--- config.mk ---
export PLATFORM = sky130hd
export DESIGN_NAME = seg_scan_decoder_flat
export DESIGN_NICKNAME = d
export VERILOG_FILES = /design/src/rtl/seg_scan_decoder_if.sv /design/src/rtl/seg_scan_decoder.sv /design/src/flat_wrapper.sv
export SDC_FILE = /design/constraint.sdc
export NUM_CORES = 1
export LEC_CHECK = 0
export CAP_MARGIN = 20
export CORE_MARGIN = 4
export CORE_UTILIZATION = 30
export CTS_CLUSTER_SIZE = 40
export DETAILED_ROUTE_END_ITERATION = 8
export SLEW_MARGIN = 20
export SYNTH_ARGS = -nofsm -noshare
export SYNTH_HDL_FRONTEND = slang
export SYNTH_SLANG_ARGS = --single-unit
--- constraint.sdc ---
create_clock -name clk -period 6.1 [get_ports clk]
set_input_delay 1.22 -clock clk [delete_from_list [all_inputs] [get_ports clk]]
set_output_delay 1.22 -clock clk [all_outputs]
set_load 0.005 [all_outputs]
--- src/rtl/seg_scan_decoder_if.sv ---
// Bus bundle for seg_scan_decoder: the snooped display lines plus the rebuilt frame.
// The master side drives the display lines and consumes the decoded frame.
interface seg_scan_decoder_if #(
    parameter int unsigned NUM_DIGITS = 4
);
    logic [6:0]              seg_in;       // {a,b,c,d,e,f,g}
    logic [NUM_DIGITS-1:0]   dig_en;       // one-hot digit select
    logic [4*NUM_DIGITS-1:0] bcd_out;      // digit i in [4i+3:4i]
    logic [NUM_DIGITS-1:0]   digit_err;    // digit i held an illegal pattern
    logic                    frame_valid;  // bcd_out/digit_err just updated
    logic                    link_lost;    // no capture for the timeout window

    modport master (
        output seg_in,
        output dig_en,
        input  bcd_out,
        input  digit_err,
        input  frame_valid,
        input  link_lost
    );

    modport slave (
        input  seg_in,
        input  dig_en,
        output bcd_out,
        output digit_err,
        output frame_valid,
        output link_lost
    );
endinterface

--- src/rtl/seg_scan_decoder.sv ---
// seg_scan_decoder: snoops a multiplexed 7-segment bus (shared segments, one-hot digit
// enables) and rebuilds the BCD code of every digit. A frame is published once every
// digit has been captured since the previous frame; link_lost flags a silent bus.
// Build option: define SEG_ACTIVE_LOW_EN for common-anode displays (segments and
// enables active low); they are inverted before the input register.
module seg_scan_decoder #(
    parameter int unsigned NUM_DIGITS  = 4,
    parameter int unsigned SETTLE_CYC  = 4,
    parameter int unsigned TIMEOUT_CYC = 1024
) (
    input logic                 clk,
    input logic                 rst,
    seg_scan_decoder_if.slave   bus
);

    localparam int unsigned SW = $clog2(SETTLE_CYC + 1);
    localparam int unsigned IW = $clog2(TIMEOUT_CYC + 1);
    localparam logic [SW-1:0] STABLE_MAX = SW'(SETTLE_CYC);
    localparam logic [SW-1:0] STABLE_CAP = SW'(SETTLE_CYC - 1);
    localparam logic [IW-1:0] IDLE_LAST  = IW'(TIMEOUT_CYC - 1);

    typedef enum logic [1:0] {
        st_scan    = 2'd0,
        st_publish = 2'd1,
        st_lost    = 2'd2
    } state_e;

    // Segment pattern {a..g} to BCD; blank reads as F, anything unknown as E.
    function automatic logic [3:0] seg_decode(input logic [6:0] s);
        logic [3:0] code;
        case (s)
            7'b1111110: code = 4'h0;
            7'b0110000: code = 4'h1;
            7'b1101101: code = 4'h2;
            7'b1111001: code = 4'h3;
            7'b0110011: code = 4'h4;
            7'b1011011: code = 4'h5;
            7'b0011111: code = 4'h6;
            7'b1110000: code = 4'h7;
            7'b1111111: code = 4'h8;
            7'b1110011: code = 4'h9;
            7'b0000000: code = 4'hF;
            default:    code = 4'hE;
        endcase
        return code;
    endfunction

    logic [6:0]              seg_pin;
    logic [NUM_DIGITS-1:0]   en_pin;

`ifdef SEG_ACTIVE_LOW_EN
    assign seg_pin = ~bus.seg_in;
    assign en_pin  = ~bus.dig_en;
`else
    assign seg_pin = bus.seg_in;
    assign en_pin  = bus.dig_en;
`endif

    logic [6:0]              r_seg, p_seg;
    logic [NUM_DIGITS-1:0]   r_en, p_en;
    logic [SW-1:0]           stable_cnt, stable_cnt_d;
    logic [IW-1:0]           idle_cnt, idle_cnt_d;
    logic [4*NUM_DIGITS-1:0] shadow, shadow_d;
    logic [NUM_DIGITS-1:0]   mask, mask_d;
    logic [4*NUM_DIGITS-1:0] bcd_q;
    logic [NUM_DIGITS-1:0]   err_q, err_d;
    logic                    link_lost_q;
    state_e                  state, state_d;

    logic                    cap;
    logic [NUM_DIGITS-1:0]   cap_bit;
    logic [3:0]              code;
    logic                    publish_now;
    logic                    lost_now;

    // Input register stage plus a one-cycle-delayed copy for the stability check.
    always_ff @(posedge clk) begin
        if (rst) begin
            r_seg <= '0;
            r_en  <= '0;
            p_seg <= '0;
            p_en  <= '0;
        end else begin
            r_seg <= seg_pin;
            r_en  <= en_pin;
            p_seg <= r_seg;
            p_en  <= r_en;
        end
    end

    // Settle counter, capture strobe, shadow update and idle counter.
    always_comb begin
        stable_cnt_d = '0;
        if ((r_seg == p_seg) && (r_en == p_en)) begin
            stable_cnt_d = (stable_cnt == STABLE_MAX) ? stable_cnt : stable_cnt + 1'b1;
        end

        // Fires once per dwell since the counter saturates past the capture point.
        cap     = (stable_cnt == STABLE_CAP) && $onehot(r_en);
        cap_bit = cap ? r_en : '0;
        code    = seg_decode(r_seg);

        shadow_d = shadow;
        for (int unsigned i = 0; i < NUM_DIGITS; i++) begin
            if (cap_bit[i]) begin
                shadow_d[4*i +: 4] = code;
            end
        end

        err_d = '0;
        for (int unsigned i = 0; i < NUM_DIGITS; i++) begin
            err_d[i] = (shadow_d[4*i +: 4] == 4'hE);
        end

        idle_cnt_d = '0;
        if (!cap) begin
            idle_cnt_d = (idle_cnt == IDLE_LAST) ? idle_cnt : idle_cnt + 1'b1;
        end
    end

    // Frame FSM: the frame is latched on the edge entering publish so frame_valid and
    // the new bcd_out appear together; a capture during publish starts the next mask.
    always_comb begin
        state_d     = state;
        mask_d      = mask | cap_bit;
        publish_now = 1'b0;
        lost_now    = 1'b0;
        case (state)
            st_scan: begin
                if (&(mask | cap_bit)) begin
                    state_d     = st_publish;
                    mask_d      = '0;
                    publish_now = 1'b1;
                end else if (!cap && (idle_cnt == IDLE_LAST)) begin
                    state_d  = st_lost;
                    mask_d   = '0;
                    lost_now = 1'b1;
                end
            end
            st_publish: begin
                state_d = st_scan;
            end
            st_lost: begin
                if (cap) begin
                    state_d = st_scan;
                end
            end
            default: begin
                state_d = st_scan;
                mask_d  = '0;
            end
        endcase
    end

    // State, capture bookkeeping and published frame registers.
    always_ff @(posedge clk) begin
        if (rst) begin
            state       <= st_scan;
            stable_cnt  <= '0;
            idle_cnt    <= '0;
            shadow      <= {NUM_DIGITS{4'hF}};
            mask        <= '0;
            bcd_q       <= {NUM_DIGITS{4'hF}};
            err_q       <= '0;
            link_lost_q <= 1'b0;
        end else begin
            state      <= state_d;
            stable_cnt <= stable_cnt_d;
            idle_cnt   <= idle_cnt_d;
            shadow     <= shadow_d;
            mask       <= mask_d;
            if (publish_now) begin
                bcd_q       <= shadow_d;
                err_q       <= err_d;
                link_lost_q <= 1'b0;
            end else if (lost_now) begin
                link_lost_q <= 1'b1;
            end
        end
    end

    assign bus.bcd_out     = bcd_q;
    assign bus.digit_err   = err_q;
    assign bus.frame_valid = (state == st_publish);
    assign bus.link_lost   = link_lost_q;

endmodule

--- src/flat_wrapper.sv ---
// flat-port wrapper written by rule: the top's interface ports become plain ports
module seg_scan_decoder_flat 
#(
    parameter int unsigned NUM_DIGITS  = 4,
    parameter int unsigned SETTLE_CYC  = 4,
    parameter int unsigned TIMEOUT_CYC = 1024
)
  (clk, rst, bus_seg_in, bus_dig_en, bus_bcd_out, bus_digit_err, bus_frame_valid, bus_link_lost);
  seg_scan_decoder_if #(.NUM_DIGITS(NUM_DIGITS)) bus_i ();
  input logic clk;
  input logic rst;
  input wire logic [$bits(bus_i.seg_in)-1:0] bus_seg_in;
  input wire logic [$bits(bus_i.dig_en)-1:0] bus_dig_en;
  output wire logic [$bits(bus_i.bcd_out)-1:0] bus_bcd_out;
  output wire logic [$bits(bus_i.digit_err)-1:0] bus_digit_err;
  output wire logic [$bits(bus_i.frame_valid)-1:0] bus_frame_valid;
  output wire logic [$bits(bus_i.link_lost)-1:0] bus_link_lost;
  assign bus_i.seg_in = bus_seg_in;
  assign bus_i.dig_en = bus_dig_en;
  assign bus_bcd_out = bus_i.bcd_out;
  assign bus_digit_err = bus_i.digit_err;
  assign bus_frame_valid = bus_i.frame_valid;
  assign bus_link_lost = bus_i.link_lost;
  seg_scan_decoder #(.NUM_DIGITS(NUM_DIGITS), .SETTLE_CYC(SETTLE_CYC), .TIMEOUT_CYC(TIMEOUT_CYC)) u_core (.clk(clk), .rst(rst), .bus(bus_i));
endmodule
# Word-level counts from Yosys, hierarchy flattened
# Cells that the tools add are included.
dict set report word_totals {
  regBits 79
  inputBits 13
  output_inout_bits 22
  word_cells 73
}
dict set report op_classes {
  add_sub_neg 5
  eq_ne 24
  mux 18
  bitwise_logic 2
  reduce_logical 12
}
# operator n
set op_table {}
lappend op_table {{$eq 7x7->1 const B} 7}
lappend op_table {{$pmux 4 s11} 1}
lappend op_table {{$mux 4} 7}
lappend op_table {{$eq 4x4->1 const B} 4}
lappend op_table {{$eq 7x6->1 const B} 2}
lappend op_table {{$add 11x1->11 const B} 1}
lappend op_table {{$eq 11x10->1 const B} 1}
lappend op_table {{$pmux 4 s2} 1}
lappend op_table {{$reduce_or 2->1} 4}
lappend op_table {{$eq 7x5->1 const B} 1}
lappend op_table {{$eq 7x7->1} 1}
lappend op_table {{$logic_not 7->1} 1}
lappend op_table {{$mux 2} 3}
lappend op_table {{$mux 1} 5}
lappend op_table {{$add 1x1->2} 2}
lappend op_table {{$eq 4x4->1} 1}
lappend op_table {{$or 4x4->4} 1}
lappend op_table {{$pmux 2 s2} 1}
lappend op_table {{$reduce_and 4->1} 1}
lappend op_table {{$add 3x1->3 const B} 1}
lappend op_table {{$add 3x3->3} 1}
lappend op_table {{$eq 3x1->1 const B} 1}
lappend op_table {{$eq 3x2->1 const B} 1}
lappend op_table {{$eq 3x3->1 const B} 1}
lappend op_table {{other kinds (9)} 11}

# Logic depth before layout (Yosys ltp)
# Gate-level depths: netlist of run 1.
dict set report logic_depth {
  word_depth 10
  ltp_mapped 11
  mapped_depth_nobuf 9
}

# Least setup slack after synthesis of run 1
# No wires, ideal clock.
dict set report synth_timing {
  path_type {register to register}
  start {register u_core.r_en[1]}
  end {register u_core.bcd_q[10] (netlist: u_core.bus.bcd_out[10])}
  setup_time_ns 0.120
  t_arrival_ns 2.800
  required_time_ns 5.980
  slack_ns 3.180
  path_stages_with_launch 11
  path_buffers 2
  period_less_slack_ns 2.920
  path_cell_list {dfxtp_1 > ha_1 > ha_1 > fa_1 > and4bb_2 > buf_4 > a21oi_1 > nor4_4 > nand2_1 > buf_2 > a211o_1}
}
dict set report synth_between {
  elab_chain_cells 9
  word_cells_on_any_way 10
  classes_between {add/sub: 2; eq/ne: 1; mux: 4; bitwise: 1; reduce/logical: 2}
}
# item line
set synth_lines {}
lappend synth_lines {{start: declaration} seg_scan_decoder.sv:60} ;# logic [NUM_DIGITS-1:0] r_en, p_en;
lappend synth_lines {{start signal: assignment} seg_scan_decoder.sv:85} ;# r_en <= en_pin;
lappend synth_lines {{$add 1x1->2 (not written as such)} seg_scan_decoder.sv:99} ;# cap = (stable_cnt == STABLE_CAP) && $onehot(r_en);
lappend synth_lines {{$add 3x3->3 (not written as such)} seg_scan_decoder.sv:99}
lappend synth_lines {{$eq 3x1->1} seg_scan_decoder.sv:99}
lappend synth_lines {{$logic_and 1x1->1} seg_scan_decoder.sv:99}
lappend synth_lines {{$mux 4 *} seg_scan_decoder.sv:100} ;# cap_bit = cap ? r_en : '0;
lappend synth_lines {{$or 4x4->4} seg_scan_decoder.sv:130} ;# if (&(mask | cap_bit)) begin
lappend synth_lines {{$reduce_and 4->1} seg_scan_decoder.sv:130}
lappend synth_lines {{$mux 1} seg_scan_decoder.sv:130}
lappend synth_lines {{$mux 1} seg_scan_decoder.sv:128} ;# case (state)
lappend synth_lines {{end signal: assignment} seg_scan_decoder.sv:163} ;# bcd_q <= {NUM_DIGITS{4'hF}};
lappend synth_lines {{end signal: assignment} seg_scan_decoder.sv:173} ;# bcd_q <= shadow_d;
lappend synth_lines {{end: declaration} seg_scan_decoder.sv:65} ;# logic [4*NUM_DIGITS-1:0] bcd_q;
# Mark *: on every way between the ends. The rest lies on a longest branch, timed or not.
# A chain may end at the register's enable or synchronous reset.

# Worst setup path after layout of run 1
dict set report layout_timing {
  start {register u_core.r_en[0]}
  end {register u_core.err_q[2] (netlist: u_core.bus.digit_err[2])}
}
dict set report layout_between {
  elab_chain_cells 9
  word_cells_on_any_way 11
  classes_between {add/sub: 2; eq/ne: 2; mux: 4; bitwise: 1; reduce/logical: 2}
}
# item line
set layout_lines {}
lappend layout_lines {{$add 1x1->2 (not written as such)} seg_scan_decoder.sv:99}
lappend layout_lines {{$add 3x3->3 (not written as such)} seg_scan_decoder.sv:99}
lappend layout_lines {{$eq 3x1->1} seg_scan_decoder.sv:99}
lappend layout_lines {{$logic_and 1x1->1} seg_scan_decoder.sv:99}
lappend layout_lines {{$mux 4 *} seg_scan_decoder.sv:100}
lappend layout_lines {{$or 4x4->4} seg_scan_decoder.sv:130}
lappend layout_lines {{$reduce_and 4->1} seg_scan_decoder.sv:130}
lappend layout_lines {{$mux 1} seg_scan_decoder.sv:130}
lappend layout_lines {{$mux 1} seg_scan_decoder.sv:128}
lappend layout_lines {{end signal: assignment} seg_scan_decoder.sv:174} ;# err_q <= err_d;
lappend layout_lines {{end: declaration} seg_scan_decoder.sv:66} ;# logic [NUM_DIGITS-1:0] err_q, err_d;
# Marked as above.

==> results of run 1 <==
sequential cells by signal, indices dropped and copies added, names as in the netlist:
name and cells:
u_core.bus.digit_err 4, u_core.r_en 4, u_core.r_seg 7, u_core.shadow 16
u_core.p_seg 7, u_core.p_en 4, u_core.idle_cnt 11, u_core.bus.link_lost 1
u_core.stable_cnt 3, u_core.state 2, u_core.bus.bcd_out 16, u_core.mask 4
through the flow:
step,cells,cell area (um2),hold WS (ns)
2_1_floorplan,373,3580,0.449
3_3_place_gp,529,4000,0.459
3_5_place_dp,529,4000,0.466
4_1_cts,543,4280,0.480
5_1_grt,543,4280,0.505
6_report,543,4280,0.473
worst paths after layout:
check,start,to,cells past startpoint
worst min register to register,u_core.bus.bcd_out[10],u_core.bus.bcd_out[10],1
worst min-delay path,u_core.bus.bcd_out[10],u_core.bus.bcd_out[10],1
worst max register to register,u_core.r_en[0],u_core.bus.digit_err[2],9
worst max-delay path,u_core.r_en[0],u_core.bus.digit_err[2],9
layout by cell type (no fill, tap or decap), types with 7 or more instances in the layout:
cell type,Yosys,layout
sky130_fd_sc_hd__o21ai_0,7,7
sky130_fd_sc_hd__nor2_1,29,29
sky130_fd_sc_hd__nor2b_1,25,25
sky130_fd_sc_hd__nand2_1,28,28
sky130_fd_sc_hd__a21oi_1,27,27
sky130_fd_sc_hd__dfxtp_1,79,79
sky130_fd_sc_hd__nand2b_1,8,8
sky130_fd_sc_hd__nand3b_1,8,8
sky130_fd_sc_hd__clkbuf_16,0,9
sky130_fd_sc_hd__xor2_1,18,18
sky130_fd_sc_hd__clkdlybuf4s50_1,0,33
sky130_fd_sc_hd__nor3_1,11,11
sky130_fd_sc_hd__ha_1,11,11
cells by family after synthesis:
group,count (synthesis)
and+or+nand+nor,160
DFF,79
AOI/OAI and AO/OA,65
buffers and inverters,27
xor gates and xnor gates,24
adders and majority gates,12
muxes,6
worst max-delay path, stage by stage (launching register included):
cell and delay (ns):
sky130_fd_sc_hd__dfxtp_1 0.51, sky130_fd_sc_hd__ha_1 0.29, sky130_fd_sc_hd__ha_1 0.20, sky130_fd_sc_hd__fa_1 0.42, sky130_fd_sc_hd__and4bb_2 0.52, sky130_fd_sc_hd__a21oi_1 0.18, sky130_fd_sc_hd__nor4_4 0.42, sky130_fd_sc_hd__nand2_1 0.55
sky130_fd_sc_hd__a211oi_1 0.45, sky130_fd_sc_hd__a32o_1 0.22
metal layers:
layer | part of all wire | global-route usage
met1 | 0.50 | 0.157
met2 | 0.44 | 0.181
met5 | 0 | 0
met3 | 0.045 | 0.0334
met4 | 0.015 | 0.0451
layout make-up:
cell class	count	area, um2
repair buffers	35	343
clock buffers	9	225
fillers	1155	7280
multi-input cells	267	1870
inverters	5	18.8
flip-flops and latches	79	1580
clock inverters	5	60.1
well taps	143	179
power by group:
group | internal (uW) | switching (uW)
logic | 25.2 | 22.2
registers | 525 | 15.0
clock network | 313 | 208
==> results.txt, run 1 <==
- The most used flip-flop cell after synthesis is sky130_fd_sc_hd__dfxtp_1.
- Class of the most critical setup path: flop to flop
* Yosys Warn Count: 0
- Tcrit/Tclk final: 0.626
- Proportion of synthesized area in mux cells: 0.0245
- The floorplan step defined a die boundary enclosing 0.0137 mm2.
- The compound-gate portion of the synthesized area came to 0.135.
- The number of global-route vias before repair is 2,513.
* Setup TNS after final layout: 0 ns
- At the pin with the least slew margin, the transition time is 0.790 ns.
- Between clock sinks in the finished design, the worst skew comes to 0.0108 ns.
- Global routing finished with a remaining overflow of 0.
- Largest area contributor in the synthesized netlist: sky130_fd_sc_hd__dfxtp_1
- Max_slew headroom: 0.472
- Most numerous cell types in the synthesized netlist: sky130_fd_sc_hd__dfxtp_1 (79), sky130_fd_sc_hd__nor2_1 (29), sky130_fd_sc_hd__nand2_1 (28), sky130_fd_sc_hd__a21oi_1 (27), sky130_fd_sc_hd__nor2b_1 (25)
- In the synthesized netlist, the number of instances is about 370.
- Post-synthesis sequential area ratio: 0.442
- Of the total synthesized cell area, the portion taken by XOR and XNOR cells is 0.0587.
- In this run the remaining antenna-violating nets after routing total 0.
- Dividing the detail-routed via count by the number of cells gives between 4 and 5.
- Initial antenna violation count: 0
- Of all flip-flops after synthesis, the portion carrying an async set or reset was 0.
- Slew Limit Fails: 0
- Post-synth EDFFs: 0
- The H-tree was split into 3 levels.
- Global routing usage summed across all routing layers: 0.118
* Required time worst endpoint: 6.38 ns
- The HPWL after detailed placement is about 5200 um.
* Endpoint type of the worst setup path: flop
- The design draws 1110 uW.
- The number of antenna diodes in the final layout is 0.
- TritonCTS Buffers: 9
- Clock insertion delay at the later pin of the skew report: 0.33 ns
- Of the total synthesized cell area, the portion taken by full adders, half adders and majority gates is 0.0440.
* Post-Syn Nets: 398
- Number of gates resized after CTS: 0
- Across all layers, the routed design uses 2,621 vias.
* Drt total wl: 7610 um
* Share of layout cells above drive strength 1: 0.110
- In this run the deepest clock path goes through 2 buffers.
- Post-route setup slack: ~2.3 ns
* Starting Density: 0.310
* Wire length of the first global-routing pass: 12,500 um
* Number of search-and-repair iterations in the first detailed-routing pass: 4
- TritonCTS clock tree: yes
- Die Span Y: 117 um
- The share of synthesized area in the top cell type comes to 0.442.
- Max cap viols: 0
* Launching element type of the critical path: flop
- Post-synthesis register bit count: 79
- Setup WS pre-CTS: about 2.3 ns
* Cell row count: 39
- Total setup violations reported at the end of the flow: 0
* Area grow syn2layout: 19.6%
- Fraction of the core area covered by cells at the end of the flow: 0.370
* Average size of a mapped cell: 9.60 um2
* DR WL/cell: 14.0 um
* Run status: completed
- The clock drives 79 sinks.
- Number of buffers added for setup after CTS: 0
- Largest net degree at the start of global routing: 43
- The most common cell in the synthesized netlist is sky130_fd_sc_hd__dfxtp_1.
- The region available for standard cell placement spans 0.0116 mm2.
- Biggest fanout along the worst timing path: 25
- Clock-pin slew was measured on the worst setup and hold paths at 0.06 ns.
- Number of buffers added on ports: 34
- GPL Wtd Cong: approximately 0.74
- In the final design database the tool counted 422 nets.
* Worst min-delay path class: flop to flop
- Pwr/cell area: 259 mW/mm2
* P_leak: roughly 0.0016 uW
- CP Data Arrival Time: 4.10 ns
- Of the total synthesized cell area, the portion taken by AND, OR, NAND and NOR gates is 0.261.
- Die X: 117 um
- IR analysis of the VDD net gives a maximum drop of 127 uV.
- Largest cells by area after synthesis: sky130_fd_sc_hd__dfxtp_1 (44%), sky130_fd_sc_hd__xor2_1 (4.4%), sky130_fd_sc_hd__nor2b_1 (4.4%)
* Clock period minus final worst setup slack: between 3 and 4 ns
- Worst reg-to-reg setup slack: 2.28 ns
- Setup repair after global routing left no endpoint under its margin.
- Derived from the worst setup path, the maximum achievable clock frequency is 262 MHz.
- Io pins: 35
- After synthesis the cells add up to 0.00358 mm2.
- Largest family of logic cells by synthesized area: simple AND/OR/NAND/NOR gates
- The cell sitting at the root of the clock tree is a sky130_fd_sc_hd__clkbuf_16.
* Number of distinct library cells after synthesis: 59
* First-iteration detailed-routing DRC count: 148
* DRC Markers: 0
* Hold_buf cts: 0
- The hold violation count in the final report was 0.
No activity file was read; power rests on OpenSTA's default activity.
==> run 2: changes to the inputs <==
Clock period 6.1 ns to 3.32 ns, I/O delays scaled along.
==> results.txt, run 2 (synthesized netlist as in run 1, its figures left out) <==
- Drt total wl: 7820 um (was 7610 um)
- Die X: 117 um (unchanged)
- Leading cell types in the layout, fill and taps excluded: sky130_fd_sc_hd__dfxtp_1 (79), sky130_fd_sc_hd__clkdlybuf4s50_1 (33), sky130_fd_sc_hd__nor2_1 (29) (unchanged)
- GPL Wtd Cong: 0.743 (was 0.744)
- The total of buffers placed on input and output ports came to 34 (unchanged).
- The maximum number of pins on one net before global-route repair came to 48 (was 43).
- The number of inserted diodes came to 0 (unchanged).
* Share of layout cells above drive strength 1: 0.132 (was 0.110)
- Max_slew headroom: 0.474 (was 0.472)
- The startpoint type of the worst setup path was a flop (unchanged).
* Hold_buf cts: 0 (unchanged)
- The placement row count was 39 (unchanged).
- Run status: completed (unchanged).
* Cell chosen for the clock root: sky130_fd_sc_hd__clkbuf_16 (unchanged)
* Vias per inst: 4.82 (was 4.83)
- Number of standard cells in the final layout excluding fillers: 552 (was 543)
- Family with the most delay on the worst path: simple AND/OR/NAND/NOR gates (unchanged)
- Io pins: 35 (unchanged)
* Highest achievable clock rate: 320 MHz (was 262 MHz)
* Worst-path clk slew: 0.07 ns (was 0.06 ns)
* Required time worst endpoint: 3.56 ns (was 6.38 ns)
- Global routing usage summed across all routing layers: 0.125 (was 0.118)
- Class of the most critical setup path: flop to flop (unchanged)
- Total setup violations reported at the end of the flow: 0 (unchanged)
* Total number of vias: 2,659 (was 2,621)
* Critical path buffers and inverters: 1 (was 0)
* CP Data Arrival Time: 3.37 ns (was 4.10 ns)
- Initial antenna violation count: 0 (unchanged)
- The internal reg-to-reg setup slack came to 0.20 ns (was 2.28 ns).
- The overall die area was 0.0137 mm2 (unchanged).
- The power density relative to cell area was 483 mW/mm2 (was 259 mW/mm2).
* Chain of cells forming the critical path: ha_1 > ha_1 > fa_1 > and4bb_4 > a21oi_1 > nor4_4 > nand2_1 > buf_4 > a21oi_1 > a21bo_2 (was ha_1 > ha_1 > fa_1 > and4bb_2 > a21oi_1 > nor4_4 > nand2_1 > a211oi_1 > a32o_1)
* Biggest fanout along the worst timing path: 13 (was 25)
* CTS sink cnt: 79 (unchanged)
* Final nets: 429 (was 422)
* Estimated wirelength of the detail-placed design: 5460 um (was 5230 um)
- DRC Markers: 0 (unchanged)
- Worst min-delay path class: flop to flop (unchanged)
* Tcrit/Tclk final: 0.941 (was 0.626)
- Endpoint type of the worst setup path: flop (unchanged)
* Capture point of the critical path: u_core.bus.bcd_out[15] (was u_core.bus.digit_err[2])
- Endpoint of the worst register-to-register path: u_core.bus.bcd_out[15] (was u_core.bus.digit_err[2])
- Routed Antenna Nets: 0 (unchanged)
- Fraction of the core area covered by cells at the end of the flow: 0.378 (was 0.370)
- The area overhead of the layout relative to synthesis is 22.0% (was 19.6%).
- Number of filler cells placed in the layout: 1,130 (was 1,155)
- TritonCTS clock tree: yes (unchanged)
- The hold violation count in the final report was 0 (unchanged).
* Slew Limit Fails: 0 (unchanged)
* Die Span Y: 117 um (unchanged)
- Crit path from: u_core.r_en[3] (was u_core.r_en[0])
* Slowest Stage Delay on Critical Path: 0.44 ns (was 0.55 ns)
* Via count of the first global-routing pass: 2,624 (was 2,513)
- Setup Skew: 0.0120 ns (was 0.0108 ns)
- Core footprint: 0.0116 mm2 (unchanged)
* P_leak: 0.00168 uW (was 0.00163 uW)
- Remaining global-route overflow: 0 (unchanged)
- The final total power is 2110 uW (was 1110 uW).
- The latest clock arrival within the worst-skew pair was 0.35 ns (was 0.33 ns).
* First-iteration detailed-routing DRC count: 154 (was 148)
- Starting Density: 0.310 (unchanged)
- The global-route wire length before repair came to 13,200 um (was 12,500 um).
* Unrepaired setup endpoints after global routing: no (unchanged)
- Worst IR drop on VDD: 246 uV (was 127 uV)
- The cell with the largest stage delay on the worst path is sky130_fd_sc_hd__dfxtp_1 (was sky130_fd_sc_hd__nand2_1).
* Max cap viols: 0 (unchanged)
* Clock period minus final worst setup slack: 3.12 ns (was 3.82 ns)
- The number of iterations in the first detailed-routing pass was 4 (unchanged).
- Setup TNS after final layout: 0 ns (unchanged)
* Most common cell after layout, fill and taps aside: sky130_fd_sc_hd__dfxtp_1 (unchanged)
* Reg-to-Reg Start: u_core.r_en[3] (was u_core.r_en[0])
- The measured slew at the worst slew-check pin is 0.789 ns (was 0.790 ns).
- The deepest clock path buffer count came to 2 (unchanged).
* Count of placed standard cells including taps: 535 (was 529)
- Clock H-tree levels: 3 (unchanged)
* TritonCTS Buffers: 9 (unchanged)
- The wire length per cell was 14.2 um (was 14.0 um).
* Cells on worst reg2reg path: 10 (was 9)
- The total stage count of the critical path is 10 (was 9).
run 2: cell count changes in the layout (fill, tap and decap cells not counted):
cell                       before  now
sky130_fd_sc_hd__clkbuf_8       0    1
sky130_fd_sc_hd__and2_2         0    1
sky130_fd_sc_hd__clkinv_2       1    0
sky130_fd_sc_hd__inv_8          0    1
sky130_fd_sc_hd__buf_4          1    8
sky130_fd_sc_hd__and4bb_4       0    1
sky130_fd_sc_hd__inv_6          1    2
sky130_fd_sc_hd__and2_1         5    4
sky130_fd_sc_hd__and4bb_2       1    0
run 2: how the worst min path moves through the flow:
stage / from / slack, ns / to / cells past startpoint
after CTS: u_core.bus.bcd_out[10] / 0.47 / u_core.bus.bcd_out[10] / 1
after detailed placement: u_core.bus.bcd_out[10] / 0.45 / u_core.bus.bcd_out[10] / 1
after floorplan: u_core.bus.bcd_out[12] / 0.45 / u_core.bus.bcd_out[12] / 2
final: u_core.bus.bcd_out[10] / 0.47 / u_core.bus.bcd_out[10] / 1
after global routing: u_core.bus.bcd_out[10] / 0.49 / u_core.bus.bcd_out[10] / 1
after global placement: u_core.bus.bcd_out[10] / 0.45 / u_core.bus.bcd_out[10] / 1
run 2: cell type report:
| cell class | instances | area, um2 | share of cell area |
|---|---|---|---|
| clock buffer | 10 | 239 | 0.0547 |
| clock inverter | 6 | 75.1 | 0.0172 |
| inverter | 5 | 18.8 | 0.00430 |
| multi-input combinational | 267 | 1880 | 0.430 |
| sequential | 79 | 1580 | 0.362 |
| tap | 143 | 179 | 0.0410 |
| timing repair buffer | 42 | 395 | 0.0905 |
run 2: power by group:
group / internal (uW) / leakage, uW / switching (uW)
logic: 48.3 / 0.000884 / 44.6
registers: 964 / 0.000643 / 25.0
clock network: 614 / 0.000152 / 414
total: 1630 / 0.00168 / 484
run 2: worst register-to-register path, cell delays in order, from the launching register on:
cell	delay (ns)
sky130_fd_sc_hd__dfxtp_1	0.44
sky130_fd_sc_hd__ha_1	0.28
sky130_fd_sc_hd__ha_1	0.21
sky130_fd_sc_hd__fa_1	0.43
sky130_fd_sc_hd__and4bb_4	0.41
sky130_fd_sc_hd__a21oi_1	0.15
sky130_fd_sc_hd__nor4_4	0.36
sky130_fd_sc_hd__nand2_1	0.17
sky130_fd_sc_hd__buf_4	0.21
sky130_fd_sc_hd__a21oi_1	0.14
sky130_fd_sc_hd__a21bo_2	0.23
run 2: what timing repair did:
item,CTS,global route
buffers inserted,0,1
gates resized for setup,0,2
hold endpoints to repair,0,0
endpoints found under the setup margin,0,17
run 2: metal layers:
layer / global-route usage / routed length, um / up-vias
li1: - / - / 1355
met3: 0.0365 / 310 / 13
met5: 0 / 0 / -
met2: 0.189 / 3560 / 42
met1: 0.165 / 3780 / 1249
met4: 0.0573 / 174 / 0
run 2: metrics by stage:
stage | instance area (um2) | hold WS [ns] | setup slack, ns
after CTS | 4360 | 0.469 | 0.0445
after global placement | 4040 | 0.453 | 0.213
after floorplan | 3580 | 0.449 | 0.400
after global routing | 4370 | 0.490 | 0.00592
final | 4370 | 0.466 | 0.195
after detailed placement | 4040 | 0.453 | 0.0668
==> run 3: changes to the inputs <==
Settings changed: CORE_MARGIN 4 to 8.
==> results.txt, run 3 (synthesized netlist as in run 1, its figures left out) <==
* Clock insertion delay at the later pin of the skew report: 0.33 ns (was 0.35 ns)
- The share of post-route cells with drive strength above 1 is 0.132 (unchanged).
- The number of inserted filler cells in the final layout came to 1,200 (was 1,130).
* Required time worst endpoint: 3.55 ns (was 3.56 ns)
- TritonCTS clock tree: yes (unchanged)
- Worst Max-Slew Pin Slew: 0.581 ns (was 0.789 ns)
- Die X: 125 um (was 117 um)
- The count of cells along the worst hold path was 2 (was 1).
- The clock network fraction of total power is 0.471 (was 0.488).
- Total setup violations reported at the end of the flow: 0 (unchanged)
- Area grow syn2layout: 21.6% (was 22.0%)
- CTS sink cnt: 79 (unchanged)
- The global-route congestion overflow total was 0 (unchanged).
* Number of standard cells in the final layout excluding fillers: 556 (was 552)
- The combinational group share of total power came to 0.045 (was 0.044).
- The max-cap check violation count is 0 (unchanged).
- The cell internal power dissipation is 1590 uW (was 1630 uW).
* Switching Power: 451 uW (was 484 uW)
- The number of iterations in the first detailed-routing pass is 4 (unchanged).
- Drt total wl: 7730 um (was 7820 um)
- The DRC violations left is 0 (unchanged).
- Hold Vio Cnt, Final: 0 (unchanged)
* Worst IR drop on VDD: 287 uV (was 246 uV)
- The number of inserted diodes was 0 (unchanged).
- Run status: completed (unchanged).
- Via count of the first global-routing pass: 2,740 (was 2,624)
- Unrepaired setup endpoints after global routing: no (unchanged).
* Starting Density: 0.303 (was 0.310)
* Cell chosen for the clock root: sky130_fd_sc_hd__clkbuf_16 (unchanged)
* Global routing usage summed across all routing layers: 0.105 (was 0.125)
- Area of combinational cells with multiple inputs: 0.00188 mm2 (about the same)
- The total of buffers placed on input and output ports came to 34 (unchanged).
* Maximum clock path buffer count: 2 (unchanged)
* Biggest fanout along the worst timing path: 7 (was 13)
* First-iteration detailed-routing DRC count: 131 (was 154)
* CP Data Arrival Time: 3.24 ns (was 3.37 ns)
- The detailed-route via count is 2,622 (was 2,659).
- Die Span Y: 125 um (was 117 um)
- Tcrit/Tclk final: 0.908 (was 0.941)
* Estimated wirelength of the detail-placed design: 5570 um (was 5460 um)
- The number of nets at the end of the flow was 430 (was 429).
- The area used by sequential logic in the layout was 0.00158 mm2 (unchanged).
* Overall power: 2040 uW (was 2110 uW)
- Max_slew headroom: 0.609 (was 0.474)
- The net switching fraction of the power came to 0.221 (was 0.229).
* Vias per inst: 4.72 (was 4.82)
- P_leak: 0.00167 uW (was 0.00168 uW)
- Highest achievable clock rate: 332 MHz (was 320 MHz)
* Launching element type of the critical path: flop (unchanged)
- The CTS H-tree depth is 3 (unchanged).
- DR WL/cell: 13.9 um (was 14.2 um)
* Setup Skew: 0.00970 ns (was 0.0120 ns)
- The type of element capturing the critical path is a flop (unchanged).
- Sequential Power Share: 0.484 (was 0.468)
* TritonCTS Buffers: 9 (unchanged)
* GPL Wtd Cong: 0.727 (was 0.743)
- Worst min-delay path class: flop to flop (unchanged)
- The overall die area is 0.0157 mm2 (was 0.0137 mm2).
- The logic depth of the worst register-to-register path came to 10 (unchanged).
* Slew Limit Fails: 0 (unchanged)
- The area of the core was 0.0118 mm2 (was 0.0116 mm2).
- Leading cell types in the layout, fill and taps excluded: sky130_fd_sc_hd__dfxtp_1 (79), sky130_fd_sc_hd__clkdlybuf4s50_1 (33), sky130_fd_sc_hd__nor2_1 (29) (unchanged).
- Initial antenna violation count: 0 (unchanged)
- Count of placed standard cells including taps: 541 (was 535)
* Cell row count: 40 (was 39)
- The boundary pin count was 35 (unchanged).
- Most common cell after layout, fill and taps aside: sky130_fd_sc_hd__dfxtp_1 (unchanged)
- The power density relative to cell area is 469 mW/mm2 (was 483 mW/mm2).
* Clock period minus final worst setup slack: 3.02 ns (was 3.12 ns)
- Routed Antenna Nets: 0 (unchanged)
* Largest net degree at the start of global routing: 41 (was 48)
- The total negative setup slack is 0 ns (unchanged).
* Wire length of the first global-routing pass: 13,400 um (was 13,200 um)
- Worst-path clk slew: 0.06 ns (was 0.07 ns)
* Class of the most critical setup path: flop to flop (unchanged)
[run 3: cell types whose count changed in the layout (fill, tap and decap cells not counted), sizes merged]
| cell | before | now |
|---|---|---|
| buf | 9 | 10 |
| inv | 8 | 6 |
| clkinvlp | 1 | 2 |
[run 3: power by group through the flow]
stage	clock [uW]	sequential, uW	combinational, uW
3_3_place_gp	0	1010	90.7
5_1_grt	1030	991	104
2_1_floorplan	0	994	76.8
3_5_place_dp	0	1010	91.8
4_1_cts	987	988	92.7
6_report	962	988	91.5
[run 3: cell type report]
class	count	share of cell area
Multi-Input combinational cell	267	0.431
Sequential cell	79	0.363
Timing Repair Buffer	43	0.0926
Clock buffer	10	0.0526
Tap cell	147	0.0423
Clock inverter	5	0.0135
Inverter	5	0.00431
[run 3: layer usage]
layer | wire (um) | vias up | GRT usage | part of all wire
met1 | 3760 | 1229 | 0.129 | 0.49
li1 | - | 1356 | - | -
met2 | 3590 | 28 | 0.169 | 0.46
met3 | 263 | 9 | 0.0306 | 0.034
met5 | 0 | - | 0 | 0
met4 | 124 | 0 | 0.0408 | 0.016
[run 3: worst paths after layout]
kind / startpoint / end / slack (ns)
worst max-delay path: u_core.r_en[2] / u_core.bus.digit_err[3] / 0.30
worst min register to register: u_core.bus.bcd_out[14] / u_core.bus.bcd_out[14] / 0.47
worst max register to register: u_core.r_en[2] / u_core.bus.digit_err[3] / 0.30
worst min-delay path: u_core.bus.bcd_out[14] / u_core.bus.bcd_out[14] / 0.47
[run 3: timing repair]
| action | CTS | global route |
|---|---|---|
| hold buffers | 0 | 0 |
| resized for setup | 0 | 2 |
| setup buffers | 0 | 0 |
| endpoints found under the setup margin | 0 | 11 |
| endpoints found under the hold margin | 0 | 0 |
[run 3: worst max-delay path: stages, from the launching register on]
cell                       delay (ns)
sky130_fd_sc_hd__dfxtp_1         0.43
sky130_fd_sc_hd__ha_1            0.27
sky130_fd_sc_hd__ha_1            0.21
sky130_fd_sc_hd__fa_1            0.43
sky130_fd_sc_hd__and4bb_2        0.39
sky130_fd_sc_hd__a21oi_1         0.14
sky130_fd_sc_hd__nor4_4          0.34
sky130_fd_sc_hd__and2_2          0.28
sky130_fd_sc_hd__buf_4           0.16
sky130_fd_sc_hd__nor2_1          0.05
sky130_fd_sc_hd__a32o_1          0.21
[run 3: through the flow]
stage               worst slack, ns  cell area (um2)  hold WS, ns   util
finish                        0.304             4350        0.466  0.369
CTS                           0.167             4350        0.475  0.368
global placement              0.260             4060        0.457  0.344
detailed placement            0.204             4060        0.462  0.344
global route                 0.0280             4350        0.494  0.369
floorplan                     0.400             3580        0.449      -
